`src/rtl/fu_wb_arbiter_pkg.sv`:
```
// -----------------------------------------------------------------------------
// fu_wb_arbiter_pkg
// Shared types for the functional-unit writeback arbiter. Each result producer
// (load, store, FPU) delivers a wb_req_t. The arbiter hands the same type to
// the scoreboard.
// -----------------------------------------------------------------------------
package fu_wb_arbiter_pkg;

  localparam int unsigned DATA_W        = 64;
  localparam int unsigned TRANS_ID_BITS = 3;
  localparam int unsigned NR_WB_REQ     = 3;  // 0 = load, 1 = store, 2 = FPU

  typedef struct packed {
    logic [63:0] cause;
    logic [63:0] tval;
    logic        valid;
  } exception_t;

  typedef struct packed {
    logic [DATA_W-1:0]        result;
    logic [TRANS_ID_BITS-1:0] trans_id;
    exception_t               ex;
  } wb_req_t;

  // Index reached by stepping `offset` positions past `base`, wrapping at n.
  function automatic int unsigned rr_index(int unsigned base, int unsigned offset,
                                           int unsigned n);
    return (base + offset) % n;
  endfunction

endpackage

```
`src/rtl/wb_fifo.sv`:
```
// -----------------------------------------------------------------------------
// wb_fifo
// Small per-requester result FIFO. It has no bypass path, so a pushed entry
// first appears on data_o in the following cycle. Flush empties the FIFO
// synchronously and discards any push or pop requested in the same cycle.
//
// Ports
//   clk_i, rst_i  clock, asynchronous active-high reset
//   flush_i       drop all entries at the next edge
//   push_i        write data_i (ignored while full)
//   pop_i         drop the head entry (ignored while empty)
//   data_i        entry to enqueue
//   data_o        head entry, only meaningful while !empty_o
//   full_o        no free slot; a push in this cycle is refused
//   empty_o       no entry stored
// -----------------------------------------------------------------------------
module wb_fifo
  import fu_wb_arbiter_pkg::*;
#(
  parameter int unsigned DEPTH = 2
) (
  input  logic    clk_i,
  input  logic    rst_i,
  input  logic    flush_i,
  input  logic    push_i,
  input  logic    pop_i,
  input  wb_req_t data_i,
  output wb_req_t data_o,
  output logic    full_o,
  output logic    empty_o
);

  localparam int unsigned IDX_W = $clog2(DEPTH);
  localparam int unsigned PTR_W = IDX_W + 1;

  // The extra pointer MSB tells a full FIFO apart from an empty one when the
  // index bits match.
  logic [PTR_W-1:0] wr_ptr_q, wr_ptr_d;
  logic [PTR_W-1:0] rd_ptr_q, rd_ptr_d;
  wb_req_t          mem_q [DEPTH];
  logic             push_en, pop_en;

  assign full_o  = (wr_ptr_q[PTR_W-1] != rd_ptr_q[PTR_W-1]) &&
                   (wr_ptr_q[IDX_W-1:0] == rd_ptr_q[IDX_W-1:0]);
  assign empty_o = (wr_ptr_q == rd_ptr_q);

  // The FIFO refuses a push while full, even if it is popped in the same cycle.
  assign push_en = push_i & ~full_o & ~flush_i;
  assign pop_en  = pop_i & ~empty_o & ~flush_i;
  assign data_o  = mem_q[rd_ptr_q[IDX_W-1:0]];

  // NOTE: every signal assigned in always_comb gets a default first, so no
  // path can leave it unassigned and infer a latch.
  always_comb begin
    wr_ptr_d = wr_ptr_q;
    rd_ptr_d = rd_ptr_q;
    if (flush_i) begin
      wr_ptr_d = '0;
      rd_ptr_d = '0;
    end else begin
      if (push_en) wr_ptr_d = wr_ptr_q + PTR_W'(1);
      if (pop_en)  rd_ptr_d = rd_ptr_q + PTR_W'(1);
    end
  end

  // NOTE: sequential state uses non-blocking assignments, so every flop
  // samples its input from before the clock edge.
  always_ff @(posedge clk_i or posedge rst_i) begin
    if (rst_i) begin
      wr_ptr_q <= '0;
      rd_ptr_q <= '0;
    end else begin
      wr_ptr_q <= wr_ptr_d;
      rd_ptr_q <= rd_ptr_d;
    end
  end

  // NOTE: the storage array has no reset. The pointers alone define which
  // entries are valid, and leaving the array unreset lets it map to plain
  // registers or RAM.
  always_ff @(posedge clk_i) begin
    if (push_en) mem_q[wr_ptr_q[IDX_W-1:0]] <= data_i;
  end

endmodule

```
`src/rtl/fu_wb_arbiter.sv`:
```
// -----------------------------------------------------------------------------
// fu_wb_arbiter
// Lets several variable-latency result producers share one scoreboard
// writeback port. Each producer pushes into its own wb_fifo. A round-robin
// arbiter presents one FIFO head at a time on a valid/ready port. A presented
// entry is held stable until the scoreboard accepts it (AXI-style).
//
// Ports
//   clk_i, rst_i   clock, asynchronous active-high reset
//   flush_i        drop every buffered result and reset the arbitration state
//   req_valid_i    per-requester result valid
//   req_ready_o    per-requester FIFO not full (depends on registered state only)
//   req_data_i     per-requester result entry
//   wb_valid_o     an entry is presented
//   wb_ready_i     scoreboard accepts the presented entry
//   wb_data_o      presented entry (zero when nothing is presented)
//   wb_src_o       index of the granted requester (zero when nothing presented)
// -----------------------------------------------------------------------------
module fu_wb_arbiter
  import fu_wb_arbiter_pkg::*;
#(
  parameter  int unsigned NR_PORTS = NR_WB_REQ,
  parameter  int unsigned DEPTH    = 2,
  localparam int unsigned SRC_W    = $clog2(NR_PORTS)
) (
  input  logic                     clk_i,
  input  logic                     rst_i,
  input  logic                     flush_i,
  input  logic    [NR_PORTS-1:0]   req_valid_i,
  output logic    [NR_PORTS-1:0]   req_ready_o,
  input  wb_req_t [NR_PORTS-1:0]   req_data_i,
  output logic                     wb_valid_o,
  input  logic                     wb_ready_i,
  output wb_req_t                  wb_data_o,
  output logic    [SRC_W-1:0]      wb_src_o
);

  logic    [NR_PORTS-1:0] full, empty, pop;
  wb_req_t [NR_PORTS-1:0] head;

  // rr_q holds the most recently granted port. The search for the next grant
  // starts one position past it.
  logic [SRC_W-1:0] rr_q, rr_d;
  logic [SRC_W-1:0] grant_q, grant_d;
  logic             lock_q, lock_d;
  logic [SRC_W-1:0] grant, grant_search, cand;
  logic             found, handshake;

  for (genvar i = 0; i < NR_PORTS; i++) begin : g_fifo
    wb_fifo #(
      .DEPTH (DEPTH)
    ) u_fifo (
      .clk_i   (clk_i),
      .rst_i   (rst_i),
      .flush_i (flush_i),
      .push_i  (req_valid_i[i]),
      .pop_i   (pop[i]),
      .data_i  (req_data_i[i]),
      .data_o  (head[i]),
      .full_o  (full[i]),
      .empty_o (empty[i])
    );
  end

  assign req_ready_o = ~full;
  assign wb_valid_o  = |(~empty);
  assign handshake   = wb_valid_o & wb_ready_i;

  // Search for the first non-empty port after rr_q, with wrap-around.
  always_comb begin
    grant_search = rr_q;
    cand         = rr_q;
    found        = 1'b0;
    for (int unsigned k = 1; k <= NR_PORTS; k++) begin
      cand = SRC_W'(rr_index(32'(rr_q), k, NR_PORTS));
      if (!found && !empty[cand]) begin
        found        = 1'b1;
        grant_search = cand;
      end
    end
  end

  // While locked, the entry already presented stays in place. New arrivals
  // cannot preempt it.
  assign grant     = lock_q ? grant_q : grant_search;
  assign wb_data_o = wb_valid_o ? head[grant] : '0;
  assign wb_src_o  = wb_valid_o ? grant : '0;

  always_comb begin
    pop        = '0;
    pop[grant] = handshake;
  end

  always_comb begin
    rr_d    = rr_q;
    lock_d  = lock_q;
    grant_d = grant_q;
    if (flush_i) begin
      rr_d   = SRC_W'(NR_PORTS - 1);
      lock_d = 1'b0;
    end else if (handshake) begin
      rr_d   = grant;
      lock_d = 1'b0;
    end else if (wb_valid_o) begin
      lock_d  = 1'b1;
      grant_d = grant;
    end
  end

  always_ff @(posedge clk_i or posedge rst_i) begin
    if (rst_i) begin
      rr_q    <= SRC_W'(NR_PORTS - 1);
      lock_q  <= 1'b0;
      grant_q <= '0;
    end else begin
      rr_q    <= rr_d;
      lock_q  <= lock_d;
      grant_q <= grant_d;
    end
  end

endmodule

```
`config.mk`:
```
export PLATFORM = sky130hd
export DESIGN_NAME = fu_wb_arbiter
export DESIGN_NICKNAME = d
export VERILOG_FILES = /design/src/rtl/fu_wb_arbiter_pkg.sv /design/src/rtl/wb_fifo.sv /design/src/rtl/fu_wb_arbiter.sv
export SDC_FILE = /design/constraint.sdc
export NUM_CORES = 1
export LEC_CHECK = 0
export BUFFER_PORTS_ARGS = -buffer_cell sky130_fd_sc_hd__buf_2
export CORE_ASPECT_RATIO = 1.1
export CORE_MARGIN = 4
export CORE_UTILIZATION = 45
export CTS_CLUSTER_DIAMETER = 100
export CTS_CLUSTER_SIZE = 16
export DETAILED_ROUTE_END_ITERATION = 16
export HOLD_SLACK_MARGIN = 0.15
export PLACE_DENSITY = 0.68
export SYNTH_ARGS = -nofsm -noshare
export SYNTH_HDL_FRONTEND = slang
export SYNTH_HIERARCHICAL = 1
export SYNTH_SLANG_ARGS = --single-unit
export TNS_END_PERCENT = 30
```
`constraint.sdc`:
```
create_clock -name clk_i -period 17.38 [get_ports clk_i]
set_clock_uncertainty 0.05 [all_clocks]
set_input_delay 3.476 -clock clk_i [delete_from_list [all_inputs] [get_ports clk_i]]
set_output_delay 3.476 -clock clk_i [all_outputs]
set_load 0.02 [all_outputs]
```
# Yosys cells after proc, flatten, opt, wreduce, memory -nomap -nowiden

Memories as Yosys holds them, arrays and structs flattened.
Cells that the tools add are included.

Add/subtract/negate cells: 9
Divide/modulo/power cells: 3
$lt $le $gt $ge: 5
Eq/ne operators: 9
Mux-type cells: 41
Bitwise logic cells: 24
Reductions and logical operators: 19

Operator list:

| kind                                                   | number |
|---|---|
| binary-select mux 196 bit (select 2 bit)               | 1 |
| two-way mux 196 bit                                    | 2 |
| remainder unit 32 x 2 -> 32 bit, second input constant | 3 |
| two-way mux 2 bit                                      | 19 |
| two-way mux 1 bit                                      | 15 |
| nonzero test 2 bit                                     | 7 |
| bitwise AND 1 bit                                      | 13 |
| adder 2 x 1 -> 2 bit, second input constant            | 6 |
| < comparator 2 x 3 -> 1 bit, second input constant     | 4 |
| NOT 1 bit                                              | 8 |
| adder 2 x 2 -> 3 bit, second input constant            | 2 |
| binary-select mux 1 bit (select 2 bit)                 | 3 |
| equality test 2 bit                                    | 3 |
| logical AND 1 bit                                      | 6 |
| NOT 3 bit                                              | 2 |
| adder 2 x 1 -> 3 bit, second input constant            | 1 |
| bitwise AND 3 bit                                      | 1 |
| equality test 1 bit                                    | 3 |
| zero test 1 bit                                        | 3 |
| != test 1 bit                                          | 3 |
| AND reduction 3 bit                                    | 1 |
| nonzero test 3 bit                                     | 1 |
| OR reduction 3 bit                                     | 1 |
| demux 1 bit (select 2 bit)                             | 1 |
| >= comparator 2 x 1 -> 1 bit, second input constant    | 1 |

Register bits after elaboration: 17
Bits in writable memories: 1176
Output and inout port bits: 202
Word-level logic and storage cells: 122
Memories kept: 3

Memories:

| name                   | words | bits a word | read ports | clocked after memory_dff | wr ports | RTL line      | RTL |
|---|---|---|---|---|---|---|---|
| g_fifo[0].u_fifo.mem_q | 2     | 196         | 1          | 0                        | 1        | wb_fifo.sv:40 | `wb_req_t mem_q [DEPTH];` |
| g_fifo[1].u_fifo.mem_q | 2     | 196         | 1          | 0                        | 1        | wb_fifo.sv:40 |  |
| g_fifo[2].u_fifo.mem_q | 2     | 196         | 1          | 0                        | 1        | wb_fifo.sv:40 |  |

# Depth between registers and ports, before layout

Depth in word-level cells: 20
Gate-level depth with buffers: 18
Gate-level depth less buffers: 11

# Cells and area by module

Netlist, hierarchy kept.

Modules (own cells, without submodules):

| module        | times used | cells an instance | area each (um2) | seq. area each (um2) |
|---|---|---|---|---|
| wb_fifo       | 3          | 643               | 14495.2         | 11871.4 |
| fu_wb_arbiter | 1          | 1040              | 6816.5          | 126.4 |

# Worst setup path before layout

No wires, ideal clock.

Path kind: input-to-reg
From: input req_valid_i[0]
To: memory g_fifo[0].u_fifo/mem_q[1][0] in the netlist's numbering, enable pin
Library setup time: 1042 ps
Data arrival time: 17857 ps
Required time: 16288 ps
Slack: -1569 ps
Stages on the path: 2
Buffers on the path: 0
Cell sequence: nand2_1 a211oi_1

Cells in the longest elaborated chain, start to end: 4

Ends and longest elaborated chain:

| item                                    | RTL line            | RTL |
|---|---|---|
| start, declared                         | fu_wb_arbiter.sv:29 | `input logic [NR_PORTS-1:0] req_valid_i,` |
| bitwise AND 1 bit (2 in a row)          | wb_fifo.sv:48       | `assign push_en = push_i & ~full_o & ~flush_i;` |
| two-way mux 1 bit                       | wb_fifo.sv:82       | `if (push_en) mem_q[wr_ptr_q[IDX_W-1:0]] <= data_i;` |
| two-way mux 1 bit (not written as such) | wb_fifo.sv:82       |  |
| end, declared                           | wb_fifo.sv:40       |  |

Every way passes these cells.

==> impl_metrics.ini <==
[final_layout]
final_layout_size_suffix_gt1_share_pct = 41.8
fill_cells = 9333
area.sequential_um2 = 35800
syn_to_final_growth_pct = 14.8
fin_cells = 5253
nets = 4254
final_area_um2 = 57700
multi_input_area_um2 = 13100

[placed_design]
port_buffers = 796
gp_congestion = 0.847
dpl.cell_count = 5061
place_area_um2 = 55100
place_hpwl_mm = 94.9

[clock_tree]
tritoncts = built
cts_resized = 0
cts_sinks = 1193
ctsRootBufferMaster = clkbuf_16
clk_transition_reported_paths_ns = 0.07
cts_hold_buf = 0
numCtsBuffers = 87
h-tree-depth = 3
clock_latency_ns = 0.66
cts_setup_buffers = 0
cts_buffer_depth = 3

[drt]
vias = 30511
first_pass_iters = 5
drc = 0
postRouteAntennaNets = 0
vias_per_cell = 5.81
wl_per_cell_um = 27.0
drt-initial-drc-count = 2836
routed_wl_mm = 142

[synthesis]
ys_seq_area_share_pct = 71.1
synth-simple-area-share_pct = 4.70
synth_cell_types = 53
ys.flop_type = edfxtp_1
synth_enable_flop_cells = 1176
post_synth_instance_area_um2 = 50300
synth_warnings = 6
muxShareOfSynthArea_pct = 13.2
async_flop_share_pct = 1.42
synthXorXnorAreaFrac_pct = 0.201
syn_area_per_cell_um2 = 16.9
syn_inst = 2969
syn-num-nets = 3568
synth_compound_area_share_pct = 7.60
synth-seq-cells = 1193
synth_top_family_by_area = multiplexers
synth-adder-area-share_pct = 0.0995

[floorplanning]
initial_utilization_pct = 45.4
die_x_um = 327
dieArea_um2 = 117000
rows = 128
die_h_um = 359
coreArea_um2 = 111000
pin_count = 797

[hold_path]
hold_depth = 2
hp-start = grant_q[1]$_DFFE_PP0P_
min_to = grant_q[1]$_DFFE_PP0P_
hold_path.class = register to register

[worst_setup_path]
worst_path_most_repeated_cell = buf_4
crit_path_end_kind = primary output
cp-start-kind = register
max_stage_delay_ns = 0.99
r2r_slack_ns = 12.38
critPathTopFamily = buffers and inverters
cp-startpoint = g_fifo[0].u_fifo/rd_ptr_q[0]$_DFFE_PP0P_
crit_required_ns = 13.85
cp_slowest_cell = dfrtp_4
crit_path_max_fanout = 69
path_cells = xor2_1 > nor2_1 > mux2_2 > nand4_1 > o31ai_1 > a21o_4 > and3_4 > buf_4 > buf_4 > a221o_1 > buf_2
arrival_ns = 6.03
r2r_end = g_fifo[1].u_fifo/rd_ptr_q[1]$_DFFE_PP0P_
worst_r2r_path_depth = 12
cp_num_buf_inv = 3
r2r_start = g_fifo[0].u_fifo/rd_ptr_q[0]$_DFFE_PP0P_
path_class = register to primary output

[sta]
relSlewSlack_pct = 15.3
slew_violations = 0
rsz0062_at_grt = false
timing.final.crit_share_pct = 55.0
fmax_mhz = 105
fin_tns_setup_ns = 0
setup_viol = 0
worst_slew_pin_slew_ns = 1.27
period_needed_ns = 9.55
hold_viol = 0

[grt]
grt_antenna_before_repair = 119
overflow = 0
grt_pass1_vias = 30648
grt_usage_pct = 23.1
grt_max_degree = 118
grt_first_pass_wirelength_mm = 202

[power_and_ir_drop]
p_leak_nw = 20.7
ir_drop_uv = 289
power_density_nw_per_um2 = 185

[flow_run]
max_cap_viol_count = 0

[outcome]
outcome = finished clean
state kept, by name (all words and copies together) (netlist names):
register / cells
g_fifo.u_fifo/mem_q: 1176
lock_q: 1
g_fifo.u_fifo/wr_ptr_q: 6
g_fifo.u_fifo/rd_ptr_q: 6
grant_q: 2
rr_q: 2
synth_stat cells, types with 2 or more instances:
cell type / number / area (um^2)
edfxtp_1: 1176 / 35300
mux2_2: 556 / 6260
nand2_1: 218 / 818
a211oi_1: 202 / 1520
and3_1: 198 / 1240
a221o_1: 196 / 1960
clkbuf_1: 147 / 552
buf_6: 71 / 800
mux2_1: 33 / 372
buf_2: 25 / 125
nor2_1: 22 / 82.6
dfrtp_1: 16 / 400
inv_1: 14 / 52.6
a21oi_1: 11 / 55.1
nand2b_1: 8 / 50.1
a311oi_2: 6 / 90.1
o21ai_0: 5 / 25.0
buf_4: 4 / 30.0
ha_1: 4 / 50.1
a211o_1: 3 / 26.3
a211o_2: 3 / 30.0
and2b_2: 3 / 26.3
and2b_4: 3 / 30.0
and3_2: 3 / 22.5
mux2i_1: 3 / 30.0
nor3_1: 3 / 15.0
xnor2_1: 3 / 26.3
xor2_1: 3 / 26.3
xor2_2: 3 / 48.8
a311oi_1: 2 / 17.5
and2_1: 2 / 12.5
nor2b_1: 2 / 12.5
how the worst max path moves through the flow:
stage / endpoint / cells after the start / slack [ns]
2_1_floorplan: g_fifo[1].u_fifo/mem_q[1][0]$_DFFE_PP_ / 2 / -1.57
3_3_place_gp: wb_data_o[42] / 11 / 8.61
3_5_place_dp: wb_data_o[75] / 11 / 8.44
4_1_cts: wb_data_o[75] / 11 / 7.70
5_1_grt: wb_data_o[74] / 11 / 7.46
6_report: wb_data_o[70] / 11 / 7.83
placed cells by master, fill, tap and decap left out, types with 5 or more instances in the layout:
master,instances
clkbuf_1,6
dfrtp_1,13
buf_2,796
diode_2,88
clkbuf_16,87
and3_1,197
a211oi_1,199
nand2_1,217
mux2_1,33
a21oi_1,11
nor2_1,22
inv_1,13
edfxtp_1,1176
o21ai_0,5
a311oi_2,6
nand2b_1,8
a221o_1,196
mux2_2,556
buf_4,47
final cells by class:
class,count,share of cell area [%]
multi-input cells,1514,22.7
flip-flops and latches,1193,61.9
repair buffers,845,7.58
well taps,1495,3.24
diodes,88,0.381
inverters,14,0.104
clock buffers,93,3.81
clock inverters,11,0.325
layer usage:
metal	share of wire [%]	up-vias	track usage, %
met1	37	15434	27.3
met3	8.3	352	6.03
met4	5.1	64	12.6
met2	50	1358	38.9
met5	0.27	-	0
li1	-	13303	-
tightest hold or removal path: cells and delay by family, from the launching register on:
| family | cells | cell delay (ns) |
|---|---|---|
| compound gates | 1 | 0.10 |
| flops | 1 | 0.35 |
| simple gates | 1 | 0.05 |
kinds of logic after synthesis:
| group | after synthesis |
|---|---|
| AND/OR/NAND/NOR | 469 |
| buffers and inverters | 262 |
| AO/OA/AOI/OAI | 440 |
| adder cells (fa/ha/maj) | 4 |
| flip-flops | 1193 |
| multiplexers | 592 |
| XOR/XNOR | 9 |
where the power goes:
| part | switching (mW) | total, mW | internal [mW] |
|---|---|---|---|
| registers | 0.0692 | 3.39 | 3.32 |
| clock network | 0.963 | 1.89 | 0.925 |
| logic | 3.59 | 5.40 | 1.81 |
through the flow:
stage	total power, mW	hold WS (ns)	worst slack [ns]	util [%]
finish	10.7	0.486	7.83	52.1
global route	11.1	0.558	7.46	52.0
CTS	10.7	0.490	7.70	51.9
detailed placement	8.85	0.477	8.44	49.8
global placement	8.83	0.464	8.61	49.8
floorplan	7.20	0.445	-1.57	-
No activity file was read; power rests on OpenSTA's default activity.
